File: src/rtl/debugport_regs.sv
// debugport_regs: decodes framed write commands from a received-byte stream
// into a bank of NUM_REGS registers of 8*DATA_BYTES bits each.
// Frame: SYNC_BYTE, ADDR, D[DATA_BYTES-1]..D[0] (MSB first) [, CSUM].
// Optional macro DEBUGPORT_CHECKSUM_EN adds a trailing XOR checksum byte.
module debugport_regs #(
    parameter int unsigned NUM_REGS       = 4,
    parameter int unsigned DATA_BYTES     = 1,
    parameter logic [7:0]  SYNC_BYTE      = 8'hA5,
    parameter int unsigned TIMEOUT_CYCLES = 250000,
    parameter int unsigned TIMEOUT_WIDTH  = 18
) (
    input  logic                           i_clk,
    input  logic                           i_reset,
    input  logic [7:0]                     i_byte,
    input  logic                           i_ready,
    input  logic [7:0]                     i_sel,
    output logic [NUM_REGS*8*DATA_BYTES-1:0] o_regs,
    output logic [7:0]                     o_led,
    output logic                           o_wr_strobe,
    output logic [7:0]                     o_wr_addr,
    output logic [7:0]                     o_err_count,
    output logic                           o_busy
);

    localparam int unsigned DW = 8 * DATA_BYTES;
    localparam int unsigned CW = 2;
    localparam int unsigned TW = TIMEOUT_WIDTH;

    typedef enum logic [1:0] {
        ST_IDLE = 2'd0,
        ST_ADDR = 2'd1,
        ST_DATA = 2'd2
`ifdef DEBUGPORT_CHECKSUM_EN
        ,ST_CSUM = 2'd3
`endif
    } state_t;

    state_t          r_state;
    state_t          w_state_next;
    logic [DW-1:0]   r_bank [NUM_REGS];
    logic [7:0]      r_addr;
    logic [CW-1:0]   r_byte_cnt;
    logic [DW-1:0]   r_shift;
    logic [TW-1:0]   r_tmo_cnt;
    logic [7:0]      r_err_count;
    logic            r_wr_strobe;
    logic [7:0]      r_wr_addr;
`ifdef DEBUGPORT_CHECKSUM_EN
    logic [7:0]      r_csum;
`endif

    logic            w_commit;
    logic            w_err;
    logic            w_expired;
    logic            w_addr_ok;
    logic [DW-1:0]   w_shift_next;
    logic [DW-1:0]   w_commit_val;

    assign w_addr_ok    = ({1'b0, r_addr} < 9'(NUM_REGS));
    assign w_expired    = (r_tmo_cnt == TW'(TIMEOUT_CYCLES - 1));
    assign w_shift_next = DW'({r_shift, i_byte});

    // State register
    always_ff @(posedge i_clk) begin
        if (i_reset) begin
            r_state <= ST_IDLE;
        end else begin
            r_state <= w_state_next;
        end
    end

    // Next-state decode plus commit/error qualification
    always_comb begin
        w_state_next = r_state;
        w_commit     = 1'b0;
        w_err        = 1'b0;
        w_commit_val = w_shift_next;
        case (r_state)
            ST_IDLE: begin
                if (i_ready && (i_byte == SYNC_BYTE)) begin
                    w_state_next = ST_ADDR;
                end
            end
            ST_ADDR: begin
                if (i_ready) begin
                    w_state_next = ST_DATA;
                end else if (w_expired) begin
                    w_state_next = ST_IDLE;
                    w_err        = 1'b1;
                end
            end
            ST_DATA: begin
                if (i_ready) begin
                    if (r_byte_cnt == '0) begin
`ifdef DEBUGPORT_CHECKSUM_EN
                        w_state_next = ST_CSUM;
`else
                        w_state_next = ST_IDLE;
                        if (w_addr_ok) begin
                            w_commit = 1'b1;
                        end else begin
                            w_err = 1'b1;
                        end
`endif
                    end
                end else if (w_expired) begin
                    w_state_next = ST_IDLE;
                    w_err        = 1'b1;
                end
            end
`ifdef DEBUGPORT_CHECKSUM_EN
            ST_CSUM: begin
                w_commit_val = r_shift;
                if (i_ready) begin
                    w_state_next = ST_IDLE;
                    if ((i_byte == r_csum) && w_addr_ok) begin
                        w_commit = 1'b1;
                    end else begin
                        w_err = 1'b1;
                    end
                end else if (w_expired) begin
                    w_state_next = ST_IDLE;
                    w_err        = 1'b1;
                end
            end
`endif
            default: begin
                w_state_next = ST_IDLE;
            end
        endcase
    end

    // Datapath: frame assembly, register bank, timeout and error counters
    always_ff @(posedge i_clk) begin
        if (i_reset) begin
            for (int unsigned k = 0; k < NUM_REGS; k++) begin
                r_bank[k] <= '0;
            end
            r_addr      <= '0;
            r_byte_cnt  <= '0;
            r_shift     <= '0;
            r_tmo_cnt   <= '0;
            r_err_count <= '0;
            r_wr_strobe <= 1'b0;
            r_wr_addr   <= '0;
`ifdef DEBUGPORT_CHECKSUM_EN
            r_csum      <= '0;
`endif
        end else begin
            r_wr_strobe <= w_commit;
            if (w_commit) begin
                r_wr_addr <= r_addr;
            end
            for (int unsigned k = 0; k < NUM_REGS; k++) begin
                if (w_commit && (r_addr == 8'(k))) begin
                    r_bank[k] <= w_commit_val;
                end
            end
            if (w_err && (r_err_count != 8'hFF)) begin
                r_err_count <= r_err_count + 8'd1;
            end
            // Gap counter restarts on every accepted byte and whenever idle
            if ((r_state == ST_IDLE) || (w_state_next == ST_IDLE) || i_ready) begin
                r_tmo_cnt <= '0;
            end else begin
                r_tmo_cnt <= r_tmo_cnt + TW'(1);
            end
            if (i_ready) begin
                case (r_state)
                    ST_ADDR: begin
                        r_addr     <= i_byte;
                        r_byte_cnt <= CW'(DATA_BYTES - 1);
                        r_shift    <= '0;
`ifdef DEBUGPORT_CHECKSUM_EN
                        r_csum     <= i_byte;
`endif
                    end
                    ST_DATA: begin
                        r_shift    <= w_shift_next;
                        r_byte_cnt <= r_byte_cnt - CW'(1);
`ifdef DEBUGPORT_CHECKSUM_EN
                        r_csum     <= r_csum ^ i_byte;
`endif
                    end
                    default: begin
                    end
                endcase
            end
        end
    end

    // Flatten the bank onto o_regs
    for (genvar g = 0; g < int'(NUM_REGS); g++) begin : g_flat
        assign o_regs[g*DW +: DW] = r_bank[g];
    end

    // LED mux: low byte of the selected register, zero when out of range
    always_comb begin
        o_led = '0;
        for (int unsigned k = 0; k < NUM_REGS; k++) begin
            if (i_sel == 8'(k)) begin
                o_led = r_bank[k][7:0];
            end
        end
    end

    assign o_wr_strobe = r_wr_strobe;
    assign o_wr_addr   = r_wr_addr;
    assign o_err_count = r_err_count;
    assign o_busy      = (r_state != ST_IDLE);

endmodule

File: config.mk
export PLATFORM = sky130hd
export DESIGN_NAME = debugport_regs
export DESIGN_NICKNAME = d
export VERILOG_FILES = /design/src/rtl/debugport_regs.sv
export SDC_FILE = /design/constraint.sdc
export NUM_CORES = 1
export LEC_CHECK = 0
export ABC_AREA = 1
export BUFFER_PORTS_ARGS = -buffer_cell sky130_fd_sc_hd__buf_2
export CAP_MARGIN = 30
export CORE_MARGIN = 3
export CORE_UTILIZATION = 33
export CTS_BUF_LIST = sky130_fd_sc_hd__clkbuf_16
export DETAILED_ROUTE_END_ITERATION = 12
export HOLD_SLACK_MARGIN = 0.15
export SYNTH_ARGS = -nofsm -noshare
export SYNTH_HDL_FRONTEND = slang
export SYNTH_SLANG_ARGS = --single-unit
File: constraint.sdc
create_clock -name i_clk -period 4.92 [get_ports i_clk]
set_clock_uncertainty 0.05 [all_clocks]
set_input_delay 0.738 -clock i_clk [delete_from_list [all_inputs] [get_ports i_clk]]
set_output_delay 0.738 -clock i_clk [all_outputs]
set_load 0.1 [all_outputs]
==> results of run 1 <==
## cell usage after synthesis
| cell | number | area, sq um |
|---|---|---|
| nand4_1 | 11 | 68.8 |
| nor3_1 | 3 | 15.0 |
| nor2_2 | 2 | 12.5 |
| inv_2 | 4 | 15.0 |
| a211oi_1 | 2 | 15.0 |
| nor2_1 | 100 | 375 |
| buf_2 | 1 | 5.00 |
| a21oi_1 | 20 | 100 |
| xnor2_1 | 7 | 61.3 |
| buf_6 | 1 | 11.3 |
| o31ai_1 | 1 | 7.51 |
| inv_1 | 43 | 161 |
| edfxtp_1 | 32 | 961 |
| ha_1 | 7 | 87.6 |
| buf_4 | 1 | 7.51 |
| nor3_2 | 1 | 10.0 |
| clkinv_1 | 1 | 3.75 |
| xor2_1 | 15 | 131 |
| nand2_1 | 87 | 327 |
| dfxtp_1 | 47 | 941 |
| clkbuf_1 | 5 | 18.8 |
| nand3_1 | 27 | 135 |
| o21ai_0 | 14 | 70.1 |
| or2_1 | 1 | 6.26 |
| nor4_4 | 1 | 21.3 |
| and2_1 | 1 | 6.26 |
| nor4_1 | 3 | 18.8 |
| nand2_2 | 1 | 6.26 |
## state kept, by name, indices dropped and copies added (netlist names)
register	cells
r_bank	32
r_state	2
r_byte_cnt	2
o_wr_addr	8
o_wr_strobe	1
r_addr	8
r_tmo_cnt	18
o_err_count	8
## worst min-delay path, stage by stage (launching register included)
cell and delay, ps:
dfxtp_1 310, nand2_1 60, nor2_1 30
## cells by family after synthesis
kind of cell	share of synthesized area
compound gates	0.0535
flops	0.528
simple gates	0.278
buf+inv	0.0619
fa+ha+maj	0.0243
xor+xnor	0.0535
## area by class of cell
| class | instances | share of cell area |
|---|---|---|
| clock buffer | 10 | 0.0559 |
| clock inverter | 6 | 0.0201 |
| inverter | 48 | 0.0403 |
| multi-input combinational | 304 | 0.330 |
| sequential | 79 | 0.425 |
| tap | 136 | 0.0380 |
| timing repair buffer | 80 | 0.0906 |
## metal layers
metal / vias to the layer above / track usage
li1: 1581 / -
met2: 76 / 0.231
met3: 9 / 0.0416
met1: 1376 / 0.164
met4: 0 / 0.0427
met5: - / 0
## final timing paths
path / cells after the start / slack, ps / to / start
worst min-delay path: 2 / 390 / o_wr_addr[7] / o_wr_addr[7]
worst max-delay path: 6 / 1420 / o_led[3] / i_sel[3]
worst min register to register: 2 / 390 / o_wr_addr[7] / o_wr_addr[7]
worst max register to register: 9 / 2550 / r_bank[0][7] / r_state[0]
## per-stage QoR
step | util | area, sq um | cells
2_1_floorplan | - | 3600 | 439
3_3_place_gp | 0.394 | 4120 | 645
3_5_place_dp | 0.395 | 4130 | 647
4_1_cts | 0.428 | 4470 | 663
5_1_grt | 0.428 | 4470 | 663
6_report | 0.428 | 4470 | 663
## power breakdown
part	switching [mW]	internal (mW)	total, mW	leakage [nW]
logic	0.102	0.0168	0.119	1.06
registers	0.00593	0.689	0.695	0.709
clock network	0.263	0.477	0.740	0.162
==> impl_metrics.env, run 1 <==
export IMPL_grt_max_degree=22
export IMPL_cts_htree_levels=3
export IMPL_dieArea_sq_um=12200
export IMPL_path_cells="buf_2, or2_1, nor4_1, nand2_1, nand4_1, buf_2"
export IMPL_hold_path_class="reg2reg"
export IMPL_rsz0062_at_grt="false"
export IMPL_overflow=0
export IMPL_post_cts_buffers=0
export IMPL_syn_avg_cell_area_sq_um=8.20
export IMPL_cp_end_kind="primary output"
export IMPL_grt_total_usage=0.136
export IMPL_synth_warnings=0
export IMPL_ant_nets=0
export IMPL_areaGrowthSynthToFinish_pct=24.3
export IMPL_path_max_fanout=6
export IMPL_diodes=0
export IMPL_fillers=1059
export IMPL_critPathBufInv=2
export IMPL_cts_buffers=9
export IMPL_viasPerCell=4.59
export IMPL_met3WireLength_microns=566
export IMPL_worst_path_most_repeated_cell="buf_2"
export IMPL_synthDistinctLibCells=28
export IMPL_clock_sinks=79
export IMPL_power_density_nw_per_um2=348
export IMPL_cts_tree="done"
export IMPL_worstSkewPairLatency_ps=330
export IMPL_worst_slew_pin_slew_ps=964
export IMPL_grt_antenna_before_repair=0
export IMPL_cts_root_buf="clkbuf_16"
export IMPL_cts_resized=0
export IMPL_rows=37
export IMPL_status="finished, final reports clean"
export IMPL_critical_path_slowest_cell="nor4_1"
export IMPL_final_cell_mix="100 x nor2_1, 87 x nand2_1, 78 x buf_2"
export IMPL_highest_layer="met4"
export IMPL_post_dp_hpwl_microns=6340
export IMPL_drt_met1_wl_microns=3610
export IMPL_multiInputGateArea_sq_um=1480
export IMPL_numPortBuffers=76
export IMPL_met2_length_microns=3970
export IMPL_drc_errors=0
export IMPL_total_leakage_power_nw=1.93
export IMPL_clockBufferDepth=2
export IMPL_hold_violations=0
export IMPL_fp_dieH_microns=110
export IMPL_pin_count=77
export IMPL_clk_pin_slew_worst_paths_ps=60
export IMPL_crit_path_max_incr_delay_ps=800
export IMPL_setup_ws_ps=1420
export IMPL_p_total_mw=1.55
export IMPL_hold_slack_ps=388
export IMPL_wire_per_inst_microns=12.4
export IMPL_synth_fp_nets=465
export IMPL_synthCells=439
export IMPL_start_util=0.344
export IMPL_drv_slew=0
export IMPL_ys_seq_area_frac=0.528
export IMPL_nets=548
export IMPL_num_vias=3042
export IMPL_gp_congestion=0.869
export IMPL_setup_viol=0
export IMPL_arrival_ps=2710
export IMPL_core_area_sq_um=10500
export IMPL_drt_wl_total_microns=8250
export IMPL_drive_above_1_share=0.199
export IMPL_post_place_ws_ps=1460
export IMPL_drt_iter0_markers=195
export IMPL_finalSetupTns_ps=0
export IMPL_max_freq_mhz=286
export IMPL_critPathRequiredTime_ps=4130
export IMPL_grt_pass1_wl_microns=13900
export IMPL_postCtsHoldBufs=0
export IMPL_final_common_cell="nor2_1"
export IMPL_startpoint_type="input pin"
export IMPL_ir_worst_vdd_uv=179
export IMPL_critPathTopFamily="simple AND/OR/NAND/NOR gates"
export IMPL_grt_pass1_vias=2943
export IMPL_dieWidth_microns=110
export IMPL_firstDrtPassIters=4
export IMPL_syn_area_sq_um=3600
export IMPL_ff_latch_area_sq_um=1900
export IMPL_period_minus_slack_ps=3500
export IMPL_period_share=0.711
export IMPL_worst_slew_margin_rel=0.352
export IMPL_drv_cap=0
export IMPL_critical_path_class="in2out"
export IMPL_yosys_register_bits=79
Power figures use the tool's default switching activity.
==> run 2, diff against run 1 <==
==> constraint.sdc (replaced) <==
create_clock -name i_clk -period 3.08 [get_ports i_clk]
set_clock_uncertainty 0.05 [all_clocks]
set_input_delay 0.462 -clock i_clk [delete_from_list [all_inputs] [get_ports i_clk]]
set_output_delay 0.462 -clock i_clk [all_outputs]
set_load 0.1 [all_outputs]
==> run 2 against run 1 <==
Non-clock buffer count is 2 higher. Die area is the same. Critical path depth increased by 1. Setup slack got worse by 940 ps. First-iteration DRC count up 2.1%. Combinational power grew 61%. Sequential power increased by 60%. Routed wire length fell by 0.63%. Global-route usage increased by 0.092 points.
==> impl_metrics.env, run 2 (synthesis results as in run 1) <==
export IMPL_status="finished, final reports clean"
export IMPL_setup_viol=0
export IMPL_period_share=0.844
export IMPL_firstDrtPassIters=4
export IMPL_clk_pin_slew_worst_paths_ps=60
export IMPL_cts_resized=0
export IMPL_worst_slew_margin_rel=0.636
export IMPL_pin_count=77
export IMPL_dp_cells=649
export IMPL_diodes=0
export IMPL_ff_latch_area_sq_um=1900
export IMPL_hold_path_class="in2reg"
export IMPL_worstSkewPairLatency_ps=330
export IMPL_total_leakage_power_nw=1.93
export IMPL_cts_htree_levels=3
export IMPL_largest_reg_flops=32
export IMPL_finalSetupTns_ps=0
export IMPL_postCtsHoldBufs=0
export IMPL_ir_worst_vdd_uv=265
export IMPL_drc_errors=0
export IMPL_worst_slew_pin_slew_ps=545
export IMPL_critPathRequiredTime_ps=2570
export IMPL_top_regs="r_bank: 32 flops, r_tmo_cnt: 18 flops"
export IMPL_regMostFlops="r_bank"
export IMPL_overflow=0
export IMPL_grt_antenna_before_repair=0
export IMPL_multiInputGateArea_sq_um=1480
export IMPL_ant_nets=0
export IMPL_post_place_ws_ps=498
export IMPL_post_dp_hpwl_microns=6270
export IMPL_numPortBuffers=76
export IMPL_areaGrowthSynthToFinish_pct=25.1
export IMPL_cts_tree="done"
export IMPL_clock_sinks=79
export IMPL_clockBufferDepth=2
export IMPL_cts_root_buf="clkbuf_16"
export IMPL_power_density_nw_per_um2=534
export IMPL_gp_congestion=0.819
export IMPL_cts_buffers=9
export IMPL_drive_above_1_share=0.202
export IMPL_final_cell_mix="98 x nor2_1, 87 x nand2_1, 74 x buf_2"
export IMPL_drt_iter0_markers=199
export IMPL_fillers=1044
export IMPL_drt_wl_total_microns=8200
export IMPL_num_vias=3054
export IMPL_rsz0062_at_grt="false"
export IMPL_hold_slack_ps=371
export IMPL_viasPerCell=4.59
export IMPL_post_cts_buffers=0
export IMPL_setup_ws_ps=481
export IMPL_dieArea_sq_um=12200
export IMPL_core_area_sq_um=10500
export IMPL_final_cell_count_no_fill=665
export IMPL_dieWidth_microns=110
export IMPL_startpoint_type="input pin"
export IMPL_cp_end_kind="primary output"
export IMPL_drv_slew=0
export IMPL_grt_pass1_vias=2884
export IMPL_path_max_fanout=6
export IMPL_max_freq_mhz=385
export IMPL_final_common_cell="nor2_1"
export IMPL_grt_pass1_wl_microns=13800
export IMPL_grt_total_usage=0.137
export IMPL_arrival_ps=2090
export IMPL_rows=37
export IMPL_hold_violations=0
export IMPL_period_minus_slack_ps=2600
export IMPL_start_util=0.344
export IMPL_critical_path_class="in2out"
export IMPL_nets=550
export IMPL_drv_cap=0
export IMPL_fp_dieH_microns=110
export IMPL_grt_max_degree=22
export IMPL_wire_per_inst_microns=12.3
run 2: cell types whose count changed in the layout (fill, tap and decap cells not counted), moves of 2 or more:
cell / change
buf_4: +4
nor2_2: +2
buf_2: -4
nor2_1: -2
buf_12: +2
run 2: through the flow:
step                area, sq um  utilization  total power, mW
floorplan                  3600            -             1.28
global placement           4190        0.400             1.32
detailed placement         4190        0.400             1.33
CTS                        4500        0.430             2.43
global route               4500        0.430             2.51
finish                     4500        0.430             2.40
run 2: area by class of cell:
cell class                 count  share of cell area
multi-input combinational    304               0.329
sequential                    79               0.422
inverter                      48              0.0400
clock buffer                   9              0.0500
tap                          136              0.0378
timing repair buffer          82               0.101
clock inverter                 7              0.0197
run 2: final timing paths:
check	from	endpoint	slack, ps	depth (start not counted)
hold reg to reg	o_wr_addr[6]	o_wr_addr[6]	390	2
setup / recovery	i_sel[3]	o_led[2]	480	7
hold / removal	i_byte[3]	r_addr[3]	370	3
setup reg to reg	r_state[0]	r_bank[3][5]	960	9
run 2: power by group:
group	switching, mW	leakage [nW]	internal, mW
Clock	0.397	0.154	0.703
Sequential	0.00992	0.709	1.10
Combinational	0.163	1.07	0.0282
run 2: routing by layer:
layer  vias up  routed length [microns]  GRT usage
li1       1579                        -          -
met1      1392                     3760      0.175
met2        75                     3840      0.220
met3         8                      491     0.0422
met4         0                      107     0.0443
met5         -                        0          0
run 2: critical path, stage by stage:
cell and delay [ps]:
buf_2 90, or2_1 320, nor4_1 440, buf_4 210
nand2_1 50, nand4_1 80, buf_2 430
==> run 3, diff against run 2 <==
==> constraint.sdc (replaced) <==
create_clock -name i_clk -period 2.22 [get_ports i_clk]
set_clock_uncertainty 0.05 [all_clocks]
set_input_delay 0.333 -clock i_clk [delete_from_list [all_inputs] [get_ports i_clk]]
set_output_delay 0.333 -clock i_clk [all_outputs]
set_load 0.1 [all_outputs]
==> run 3 against run 2 <==
Final area rose by 3.5%. Critical path depth rose by 2. Non-clock buffer count rose by 6. Clock power rose by 35%. Hold slack got worse by 120 ps. Register-to-register slack got worse by 740 ps. Core utilization rose by 1.5 points. Count of clock-buffer cells in the layout did not move. Final cell count rose by 0.90%. Critical path type unchanged.
==> impl_metrics.env, run 3 (synthesis results as in run 1) <==
export IMPL_status="finished, final reports clean"
export IMPL_areaGrowthSynthToFinish_pct=29.5
export IMPL_rsz0062_at_grt="false"
export IMPL_postCtsHoldBufs=0
export IMPL_final_cell_mix="98 x nor2_1, 87 x nand2_1, 68 x buf_2"
export IMPL_clk_pin_slew_worst_paths_ps=60
export IMPL_drv_slew=0
export IMPL_hold_path_class="in2reg"
export IMPL_dieArea_sq_um=12200
export IMPL_worstSkewPairLatency_ps=330
export IMPL_period_minus_slack_ps=2070
export IMPL_p_total_mw=3.31
export IMPL_drc_errors=0
export IMPL_cp_end_kind="primary output"
export IMPL_top_regs="r_bank: 32 flops, r_tmo_cnt: 18 flops"
export IMPL_viasPerCell=4.60
export IMPL_pin_count=77
export IMPL_hold_violations=0
export IMPL_clockBufferDepth=2
export IMPL_wire_per_inst_microns=12.5
export IMPL_cts_root_buf="clkbuf_16"
export IMPL_fp_dieH_microns=110
export IMPL_post_dp_hpwl_microns=6530
export IMPL_drt_wl_total_microns=8410
export IMPL_overflow=0
export IMPL_total_leakage_power_nw=1.98
export IMPL_core_area_sq_um=10500
export IMPL_grt_pass1_wl_microns=14200
export IMPL_diodes=0
export IMPL_ir_worst_vdd_uv=379
export IMPL_dieWidth_microns=110
export IMPL_worst_path_most_repeated_cell="nand2_1"
export IMPL_period_share=0.932
export IMPL_critPathBufInv=3
export IMPL_path_max_fanout=7
export IMPL_arrival_ps=1690
export IMPL_worst_slew_pin_slew_ps=502
export IMPL_nets=556
export IMPL_met3WireLength_microns=535
export IMPL_critical_path_slowest_cell="nor4_4"
export IMPL_grt_total_usage=0.139
export IMPL_critPathRequiredTime_ps=1840
export IMPL_drt_met1_wl_microns=3840
export IMPL_setup_viol=0
export IMPL_start_util=0.344
export IMPL_finalSetupTns_ps=0
export IMPL_postLayoutCoreUtil=0.445
export IMPL_clock_sinks=79
export IMPL_critPathTopFamily="simple AND/OR/NAND/NOR gates"
export IMPL_numPortBuffers=76
export IMPL_drv_cap=0
export IMPL_drive_above_1_share=0.226
export IMPL_grt_max_degree=19
export IMPL_cts_htree_levels=3
export IMPL_gp_congestion=0.868
export IMPL_firstDrtPassIters=4
export IMPL_max_freq_mhz=483
export IMPL_highest_layer="met4"
export IMPL_regMostFlops="r_bank"
export IMPL_rows=37
export IMPL_largest_reg_flops=32
export IMPL_power_density_nw_per_um2=709
export IMPL_cts_tree="done"
export IMPL_final_common_cell="nor2_1"
export IMPL_startpoint_type="input pin"
export IMPL_critical_path_class="in2out"
export IMPL_cts_buffers=9
export IMPL_drt_iter0_markers=166
export IMPL_grt_antenna_before_repair=0
export IMPL_num_vias=3088
export IMPL_met2_length_microns=3970
export IMPL_ant_nets=0
export IMPL_crit_path_max_incr_delay_ps=300
export IMPL_grt_pass1_vias=3093
export IMPL_path_cells="buf_2, or2_4, nor4_4, buf_4, nand2_1, nand2_1, nor2_1, nor2_4, buf_12"
export IMPL_worst_slew_margin_rel=0.667
-- run 3: path summary, 6_finish.rpt --
path	startpoint	slack (ps)	cells after the start	to
setup / recovery	i_sel[3]	150	9	o_led[6]
hold / removal	i_byte[4]	250	3	r_addr[4]
setup reg to reg	r_state[0]	220	9	r_bank[3][3]
hold reg to reg	o_wr_addr[7]	390	2	o_wr_addr[7]
-- run 3: worst min-delay path: stages --
cell and delay, ps:
buf_2 90, inv_2 60, a21oi_1 120
-- run 3: cell type report --
cell class,count,area [sq um]
tap,136,170
clock inverter,7,80.1
timing repair buffer,88,591
fill,1058,5800
sequential,79,1900
multi-input combinational,304,1510
clock buffer,9,225
inverter,48,180
-- run 3: power by group --
group	internal [mW]	switching, mW	leakage, nW
Sequential	1.53	0.0137	0.710
Combinational	0.0451	0.231	1.12
Clock	0.886	0.603	0.148
Total	2.46	0.847	1.98
-- run 3: metal layers --
layer  track usage  vias to the layer above
met1         0.172                     1397
li1              -                     1597
met4        0.0452                        0
met5             0                        -
met3        0.0395                        6
met2         0.232                       88
-- run 3: metrics by stage --
stage               area (sq um)  setup WS [ps]  cells  hold WS, ps
floorplan                   3630           -123    439          390
global placement            4340            128    654          375
detailed placement          4340           37.1    654          380
CTS                         4650           32.4    670          254
global route                4660           30.6    671          268
finish                      4660            151    671          253
-- run 3: what timing repair did --
action | in CTS | in global routing
gates resized for setup | 0 | 2
endpoints found under the setup margin | 0 | 7
setup buffers | 0 | 1
